`config.mk`:
```
export PLATFORM = sky130hd
export DESIGN_NAME = wb_icape6
export DESIGN_NICKNAME = d
export VERILOG_FILES = /design/src/rtl/wb_icape6_pkg.sv /design/src/rtl/icape_seq_rom.sv /design/src/rtl/wb_icape6.sv
export SDC_FILE = /design/constraint.sdc
export NUM_CORES = 1
export LEC_CHECK = 0
export BUFFER_PORTS_ARGS = -buffer_cell sky130_fd_sc_hd__buf_4
export CELL_PAD_IN_SITES_DETAIL_PLACEMENT = 0
export CELL_PAD_IN_SITES_GLOBAL_PLACEMENT = 1
export CORE_UTILIZATION = 30
export CTS_CLUSTER_SIZE = 20
export DETAILED_ROUTE_END_ITERATION = 7
export PLACE_DENSITY_LB_ADDON = 0.2
export SYNTH_ARGS = -nofsm -noshare
export SYNTH_HDL_FRONTEND = slang
export SYNTH_HIERARCHICAL = 1
export SYNTH_SLANG_ARGS = --single-unit
```
`constraint.sdc`:
```
create_clock -name i_clk -period 5.76 [get_ports i_clk]
set_input_delay 0.576 -clock i_clk [delete_from_list [all_inputs] [get_ports i_clk]]
set_output_delay 0.576 -clock i_clk [all_outputs]
set_load 0.005 [all_outputs]
```
`src/rtl/wb_icape6_pkg.sv`:
```
// Shared definitions for the Wishbone-to-ICAP_SPARTAN6 bridge:
// FSM state codes, ICAP command words and the packet-header helper.
package wb_icape6_pkg;

    typedef logic [2:0] state_t;

    localparam logic [2:0] ST_IDLE   = 3'd0;
    localparam logic [2:0] ST_WSEQ   = 3'd1;
    localparam logic [2:0] ST_RHDR   = 3'd2;
    localparam logic [2:0] ST_RTURN1 = 3'd3;
    localparam logic [2:0] ST_RREAD  = 3'd4;
    localparam logic [2:0] ST_RTURN2 = 3'd5;
    localparam logic [2:0] ST_DESYNC = 3'd6;
    localparam logic [2:0] ST_ACK    = 3'd7;

    localparam logic [15:0] DUMMY       = 16'hFFFF;
    localparam logic [15:0] SYNC1       = 16'hAA99;
    localparam logic [15:0] SYNC2       = 16'h5566;
    localparam logic [15:0] NOOP        = 16'h2000;
    localparam logic [15:0] WR_HDR_BASE = 16'h3001;
    localparam logic [15:0] RD_HDR_BASE = 16'h2801;
    localparam logic [15:0] CMD_HDR     = 16'h30A1;
    localparam logic [15:0] DESYNC_CMD  = 16'h000D;

    // Type-1 packet header: register address lives in bits [10:5].
    function automatic logic [15:0] hdr_word(input logic [15:0] base, input logic [4:0] addr);
        return base | {6'b0, addr, 5'b0};
    endfunction

endpackage

```
`src/rtl/icape_seq_rom.sv`:
```
// Word table for the ICAP sequences: maps (state, step) to the word to
// present and flags the final step of each emitting state.
module icape_seq_rom
    import wb_icape6_pkg::*;
(
    input  logic [2:0]  state,
    input  logic [3:0]  step,
    input  logic [4:0]  addr,
    input  logic [15:0] data,
    output logic [15:0] word,
    output logic        last
);

    always_comb begin
        word = 16'h0000;
        last = 1'b0;
        case (state)
            ST_WSEQ: begin
                case (step)
                    4'd0: word = DUMMY;
                    4'd1: word = SYNC1;
                    4'd2: word = SYNC2;
                    4'd3: word = NOOP;
                    4'd4: word = hdr_word(WR_HDR_BASE, addr);
                    4'd5: word = data;
                    4'd6: word = NOOP;
                    default: begin
                        word = NOOP;
                        last = 1'b1;
                    end
                endcase
            end
            ST_RHDR: begin
                case (step)
                    4'd0: word = DUMMY;
                    4'd1: word = SYNC1;
                    4'd2: word = SYNC2;
                    4'd3: word = NOOP;
                    4'd4: word = hdr_word(RD_HDR_BASE, addr);
                    4'd5: word = NOOP;
                    default: begin
                        word = NOOP;
                        last = 1'b1;
                    end
                endcase
            end
            ST_DESYNC: begin
                case (step)
                    4'd0: word = CMD_HDR;
                    4'd1: word = DESYNC_CMD;
                    4'd2: word = NOOP;
                    default: begin
                        word = NOOP;
                        last = 1'b1;
                    end
                endcase
            end
            default: begin
                word = 16'h0000;
                last = 1'b0;
            end
        endcase
    end

endmodule

```
`src/rtl/wb_icape6.sv`:
```
// Wishbone pipelined slave giving single-register read/write access to the
// Spartan-6 configuration logic through ICAP_SPARTAN6.
//
// state   | meaning
// IDLE    | waiting for a request; only state with stall low
// WSEQ    | dummy, sync, noop, write header, data, two noops
// RHDR    | dummy, sync, noop, read header, two noops
// RTURN1  | bus turnaround before reading (CE/WRITE released)
// RREAD   | CE low, WRITE high; capture O bus on first non-busy edge
// RTURN2  | bus turnaround after reading
// DESYNC  | CMD header, DESYNC, two noops
// ACK     | one cycle; registers the ack if the cycle was kept alive
module wb_icape6
    import wb_icape6_pkg::*;
(
    input  logic        i_clk,
    input  logic        i_rst,
    input  logic        i_wb_cyc,
    input  logic        i_wb_stb,
    input  logic        i_wb_we,
    input  logic [4:0]  i_wb_addr,
    input  logic [31:0] i_wb_data,
    output logic        o_wb_ack,
    output logic        o_wb_stall,
    output logic [31:0] o_wb_data,
    output logic        o_icap_cen,
    output logic        o_icap_wrn,
    output logic [15:0] o_icap_data,
    input  logic [15:0] i_icap_data,
    input  logic        i_icap_busy
);

    state_t      state;
    logic [3:0]  step;
    logic [4:0]  addr_q;
    logic [15:0] data_q;
    logic        cyc_ok;
    logic [15:0] rom_word;
    logic        rom_last;
    logic        emitting;
    logic        unused_hi;

    assign unused_hi = ^i_wb_data[31:16];

    icape_seq_rom u_rom (
        .state (state),
        .step  (step),
        .addr  (addr_q),
        .data  (data_q),
        .word  (rom_word),
        .last  (rom_last)
    );

    assign emitting   = (state == ST_WSEQ) || (state == ST_RHDR) || (state == ST_DESYNC);
    assign o_wb_stall = (state != ST_IDLE);

    always_comb begin
        o_icap_cen  = 1'b1;
        o_icap_wrn  = 1'b1;
        o_icap_data = 16'h0000;
        if (emitting) begin
            o_icap_cen  = 1'b0;
            o_icap_wrn  = 1'b0;
            o_icap_data = rom_word;
        end else if (state == ST_RREAD) begin
            o_icap_cen = 1'b0;
        end
    end

    always_ff @(posedge i_clk or posedge i_rst) begin
        if (i_rst) begin
            state     <= ST_IDLE;
            step      <= 4'd0;
            addr_q    <= 5'd0;
            data_q    <= 16'h0000;
            cyc_ok    <= 1'b0;
            o_wb_ack  <= 1'b0;
            o_wb_data <= 32'h0000_0000;
        end else begin
            o_wb_ack <= (state == ST_ACK) && cyc_ok && i_wb_cyc;

            // Once the master abandons the cycle, the ack stays suppressed
            // but the sequence still finishes so the config logic desyncs.
            if ((state != ST_IDLE) && !i_wb_cyc)
                cyc_ok <= 1'b0;

            case (state)
                ST_IDLE: begin
                    step <= 4'd0;
                    if (i_wb_stb) begin
                        addr_q <= i_wb_addr;
                        data_q <= i_wb_data[15:0];
                        cyc_ok <= i_wb_cyc;
                        state  <= i_wb_we ? ST_WSEQ : ST_RHDR;
                    end
                end
                ST_WSEQ, ST_RHDR, ST_DESYNC: begin
                    if (!i_icap_busy) begin
                        if (rom_last) begin
                            step <= 4'd0;
                            case (state)
                                ST_WSEQ: state <= ST_DESYNC;
                                ST_RHDR: state <= ST_RTURN1;
                                default: state <= ST_ACK;
                            endcase
                        end else begin
                            step <= step + 4'd1;
                        end
                    end
                end
                ST_RTURN1: begin
                    step  <= 4'd0;
                    state <= ST_RREAD;
                end
                ST_RREAD: begin
                    step <= 4'd0;
                    if (!i_icap_busy) begin
                        o_wb_data <= {16'h0000, i_icap_data};
                        state     <= ST_RTURN2;
                    end
                end
                ST_RTURN2: begin
                    step  <= 4'd0;
                    state <= ST_DESYNC;
                end
                default: begin
                    step  <= 4'd0;
                    state <= ST_IDLE;
                end
            endcase
        end
    end

endmodule

```
======== Yosys cells after proc, flatten, opt, wreduce, memory -nomap -nowiden ========
Cells that the tools add are included.
storage, ports and cells
  bits of input ports ..................... 59
  register bits after elaboration ......... 46
operators by class
  mux-type cells .......................... 25
  equal/unequal tests ..................... 17
  add/subtract/negate cells ............... 1
  reduce and logical (&&, ||, !) cells .... 16
  bitwise gates (word level) .............. 1
operator list
  operator                                                         number
  16-bit case mux with 5 select lines                              1
  16-bit case mux with 4 select lines                              1
  16-bit case mux with 3 select lines                              1
  14-bit case mux with 2 select lines                              1
  16-bit 2-to-1 mux                                                1
  3-bit case mux with 5 select lines                               1
  3-bit == test, second input constant                             4
  4-bit by 3-bit == test with 1-bit output, second input constant  3
  3-bit 2-to-1 mux                                                 4
  4-bit 2-to-1 mux                                                 3
  1-bit 2-to-1 mux                                                 9
  4-bit by 2-bit == test with 1-bit output, second input constant  2
  2-bit != test, second input constant                             4
  7-bit OR reduction                                               1
  3-bit by 2-bit == test with 1-bit output, second input constant  2
  3-bit case mux with 2 select lines                               1
  3-bit OR reduction                                               2
  6-bit OR reduction                                               1
  4-bit by 1-bit adder with 4-bit output, second input constant    1
  4-bit by 1-bit == test with 1-bit output, second input constant  1
  4-bit zero test                                                  1
  2-bit AND reduction                                              2
  4-bit AND reduction                                              1
  3-bit by 1-bit == test with 1-bit output, second input constant  1
  other kinds (8)                                                  11

======== Logic depth before layout (Yosys ltp) ========
  depth after elaboration ................. 7
  gate-level depth with buffers ........... 8

======== Hierarchy ========
The synthesis kept the hierarchy.
by module, submodules not included
  module         area an instance (µm²)  cells each  sequential area each (µm²)  times used
  wb_icape6      2264.7                  172         1151.1                      1
  icape_seq_rom  589.3                   89          0.0                         1

======== Worst setup path after synthesis ========
Ideal clock, no wire load.
  path type ............................... register -> register
  from .................................... reg step[2]
  to ...................................... reg state[0]
  setup slack ............................. 3.328 ns
  library setup time ...................... 0.125 ns
  path buffers ............................ 2
  arrival ................................. 2.307 ns
  clock period less this slack ............ 2.432 ns
  cell stages (with the launch flop) ...... 9
  cells stage by stage .................... dfrtp_1 -> buf_2 -> clkbuf_1 -> a221oi_1 -> o32ai_1 -> nor2b_1 -> maj3_1 -> a211oi_2 -> mux2_4
between the ends
  word-level cells in the longest chain between the ends .. 6
ends and longest elaborated chain
  what                                                              RTL line                                                       source
  start, declared                                                   wb_icape6.sv:34                                                logic [3:0] step;
  start signal, assigned                                            wb_icape6.sv:107                                               step <= step + 4'd1;
  4-bit by 3-bit == test with 1-bit output (tied with other cells)  icape_seq_rom.sv:19                                            case (step)
  7-bit OR reduction (no source line) (tied with other cells)       -
  1-bit 2-to-1 mux, on equally long branches                        icape_seq_rom.sv:19, icape_seq_rom.sv:34, icape_seq_rom.sv:48
  1-bit case mux with 3 select lines (*)                            icape_seq_rom.sv:17                                            case (state)
  via rom_last                                                      wb_icape6.sv:39                                                logic rom_last;
  2-bit != test (no source line) (*)                                -
  4-bit AND reduction (no source line) (*)                          -
  end signal, assigned                                              wb_icape6.sv:94                                                state <= i_wb_we ? ST_WSEQ : ST_RHDR;
  end, declared                                                     wb_icape6.sv:33                                                state_t state;
The timed path passes the listed nets; every way through them passes the cells marked *.
A chain may end at the register's enable or synchronous reset.

======== Worst setup path after layout ========
  from .................................... reg state[2]
  to ...................................... out o_icap_data[9]
between the ends
  word-level cells in the longest chain between the ends .. 4
ends and longest elaborated chain
  what                                                                                         RTL line         source
  parallel branches: the longest is 3 deep, another holds 16-bit case mux with 3 select lines  -
  16-bit 2-to-1 mux (*)                                                                        wb_icape6.sv:61  if (emitting) begin
  end, declared                                                                                wb_icape6.sv:28  output logic [15:0] o_icap_data,
Every way passes the cells marked *.

==> results.yml <==
timing:
  relSlewSlack_pct: 29.9
  fin_crit_ps: 3030
  fin_crit_sh_pct: 52.6
  setup_violations: 0
  fmax_mhz: 330
  tightest_slew_ps: 1050
  finalMaxSlewViolations: 0
  rsz0062_at_grt: "no"
  finalHoldViolCount: 0
  finalSetupTns_ps: 0
  fin_worst_skew_ps: 3.52
cells_and_area:
  syn2layout_area_growth_pct: 22.3
  fillers: 926
  diodes: 0
  most-common-layout-cells: "buf_4, dfrtp_1, mux2_4"
  final_area_mm2: 0.00349
  final_common_cell: "buf_4"
  drive_above_1_share_pct: 41.1
  final_cells: 455
  final_nets: 385
synthesis:
  synthArstFlopShare_pct: 100
  synthFlopType: "dfrtp_1"
  netlist_instances: 261
  synth.ff_latch_count: 46
  synth_cell_types: 56
  synth_top_cell_area_share_pct: 40.3
  syn_avg_cell_area_um2: 10.9
  yosys_warnings: 6
  synth-edff-count: 0
  synth.area.top_cells: "dfrtp_1, mux2_4, mux2_2"
  netlist_area_mm2: 0.00285
  ys_seq_area_share_pct: 40.3
  yosysTopAreaCell: "dfrtp_1"
critical_path:
  arrival_ps: 2450
  worstPathRequired_ps: 5180
  end_kind: "primary output"
  reg2reg_from: "step[0]$_DFFE_PP0P_"
  start_kind: "register"
  slowest_stage: "dfrtp_1"
  cp_num_buf_inv: 2
  r2r_slack_ps: 2950
  path_class: "reg2out"
  critical_path.top_delay_family: "flip-flops"
  crit_start: "state[2]$_DFFE_PP0P_"
  crit_path_frequent_cell: "buf_4"
  worstPathCellList: "nor2_1 > a21boi_1 > buf_4 > nor2b_1 > buf_4"
  critPathMaxFanout: 25
  slowest_delay_ps: 920
cts:
  path_clk_slew_ps: 90
  cts_tree: "done"
  cts-root-buf: "clkbuf_8"
  cts-htree-levels: 2
  worstSkewPairLatency_ps: 300
  hold_buffers: 0
  cts_setup_buffers: 0
  post_cts_resized: 0
  clkSinkCount: 46
  cts_max_path_buffers: 2
  cts_buffers: 5
placed_design:
  port_buffers: 78
  place_congestion: 0.701
  hpwl_um: 4480
  place_inst: 447
  placed_area_mm2: 0.00338
min_path:
  hp-start: "i_icap_data[1]"
  min_path_type: "in2reg"
global_routing:
  grt_max_degree: 47
  overflow: 0
  antenna_found_initial: 0
  grt_pass1_vias: 2157
  grt_pass1_wl_um: 10700
  track_usage_pct: 13.9
pwr:
  power_density_mw_per_mm2: 507
  leakage_nw: 1.59
  peakVddDrop_v: 0.000212
job:
  drv_cap: 0
die:
  fp.dieH_um: 99.5
  die-width_um: 99.5
  core_mm2: 0.00924
  ios: 111
  die-area_mm2: 0.00991
  fp-row-count: 35
  initial_core_util_pct: 30.9
drt:
  via_per_inst: 4.70
  antenna_left: 0
  drt_iter0_drc: 74
  wl_um: 6680
  post_drt_wl_per_cell_um: 14.7
  vias: 2139
  drcViolationCount: 0
  drtPass1Iterations: 4
run_status:
  status: "complete, no violations"
[logic make-up (layout without fill, tap and decap cells)]
logic type                 Yosys count  in the layout  share of synthesized area [%]
xor gates and xnor gates             1              1                          0.307
muxes                               38             38                           17.8
buffers and inverters               45             95                           11.0
adders and majority gates            2              2                          0.789
DFF                                 46             46                           40.3
AOI/OAI and AO/OA                   55             55                           13.1
other                                1             16                          0.131
and+or+nand+nor                     73             73                           16.5
[synth_stat cells (4+ instances only)]
| library cell | count |
|---|---|
| dfrtp_1 | 46 |
| mux2_4 | 21 |
| nor2b_1 | 19 |
| mux2_2 | 17 |
| buf_4 | 16 |
| nor2_1 | 16 |
| a21oi_1 | 12 |
| o21ai_0 | 11 |
| inv_1 | 8 |
| buf_2 | 7 |
| nand2_1 | 7 |
| buf_6 | 6 |
| clkbuf_1 | 6 |
| nand2b_1 | 6 |
| a22o_1 | 4 |
| a31oi_1 | 4 |
| nor3b_1 | 4 |
[layer usage]
| layer | share of wire, % | vias to the layer above | GRT usage (%) |
|---|---|---|---|
| met5 | 0 | - | 0 |
| met4 | 1.2 | 0 | 4.41 |
| met3 | 7.8 | 6 | 4.71 |
| met2 | 44 | 77 | 21.6 |
| met1 | 46 | 1039 | 18.2 |
| li1 | - | 1017 | - |
[where the power goes]
group | internal (W) | total (W) | leakage (nW) | switching, W
Clock | 0.000130 | 0.000249 | 0.0514 | 0.000119
Sequential | 0.000473 | 0.000650 | 0.559 | 0.000177
Combinational | 0.000534 | 0.000869 | 0.975 | 0.000335
Total | 0.00114 | 0.00177 | 1.59 | 0.000631
[final cells by class]
class	instances	area, um2	share of cell area [%]
clock buffers	6	72.6	2.08
multi-input cells	185	1440	41.4
well taps	129	161	4.63
clock inverters	2	37.5	1.08
repair buffers	79	593	17.0
flip-flops and latches	46	1150	33.0
inverters	8	30.0	0.861
[final timing paths]
| path | end | depth (start not counted) |
|---|---|---|
| worst max register to register | state[0]$_DFFE_PP0P_ | 7 |
| worst max-delay path | o_icap_data[9] | 5 |
| min in group asynchronous | o_wb_data[8]$_DFFE_PP0P_ | 2 |
| worst min register to register | o_wb_data[5]$_DFFE_PP0P_ | 1 |
| max in group asynchronous | data_q[3]$_DFFE_PP0P_ | 2 |
| worst min-delay path | o_wb_data[1]$_DFFE_PP0P_ | 2 |
[metrics by stage]
step	util [%]	setup WS [ps]	hold WS, ps	total power (W)
floorplan	-	3330	471	0.00124
global placement	36.6	3000	491	0.00152
detailed placement	36.6	2970	498	0.00154
CTS	37.8	2700	482	0.00180
global route	37.8	2520	482	0.00190
finish	37.8	2730	493	0.00177
[flip-flops by register name, indices dropped and copies added (netlist names)]
name and flops:
addr_q 5, cyc_ok 1, data_q 16, o_wb_ack 1, o_wb_data 16, state 3, step 4
Note: power is estimated with default switching activity, not from simulation.
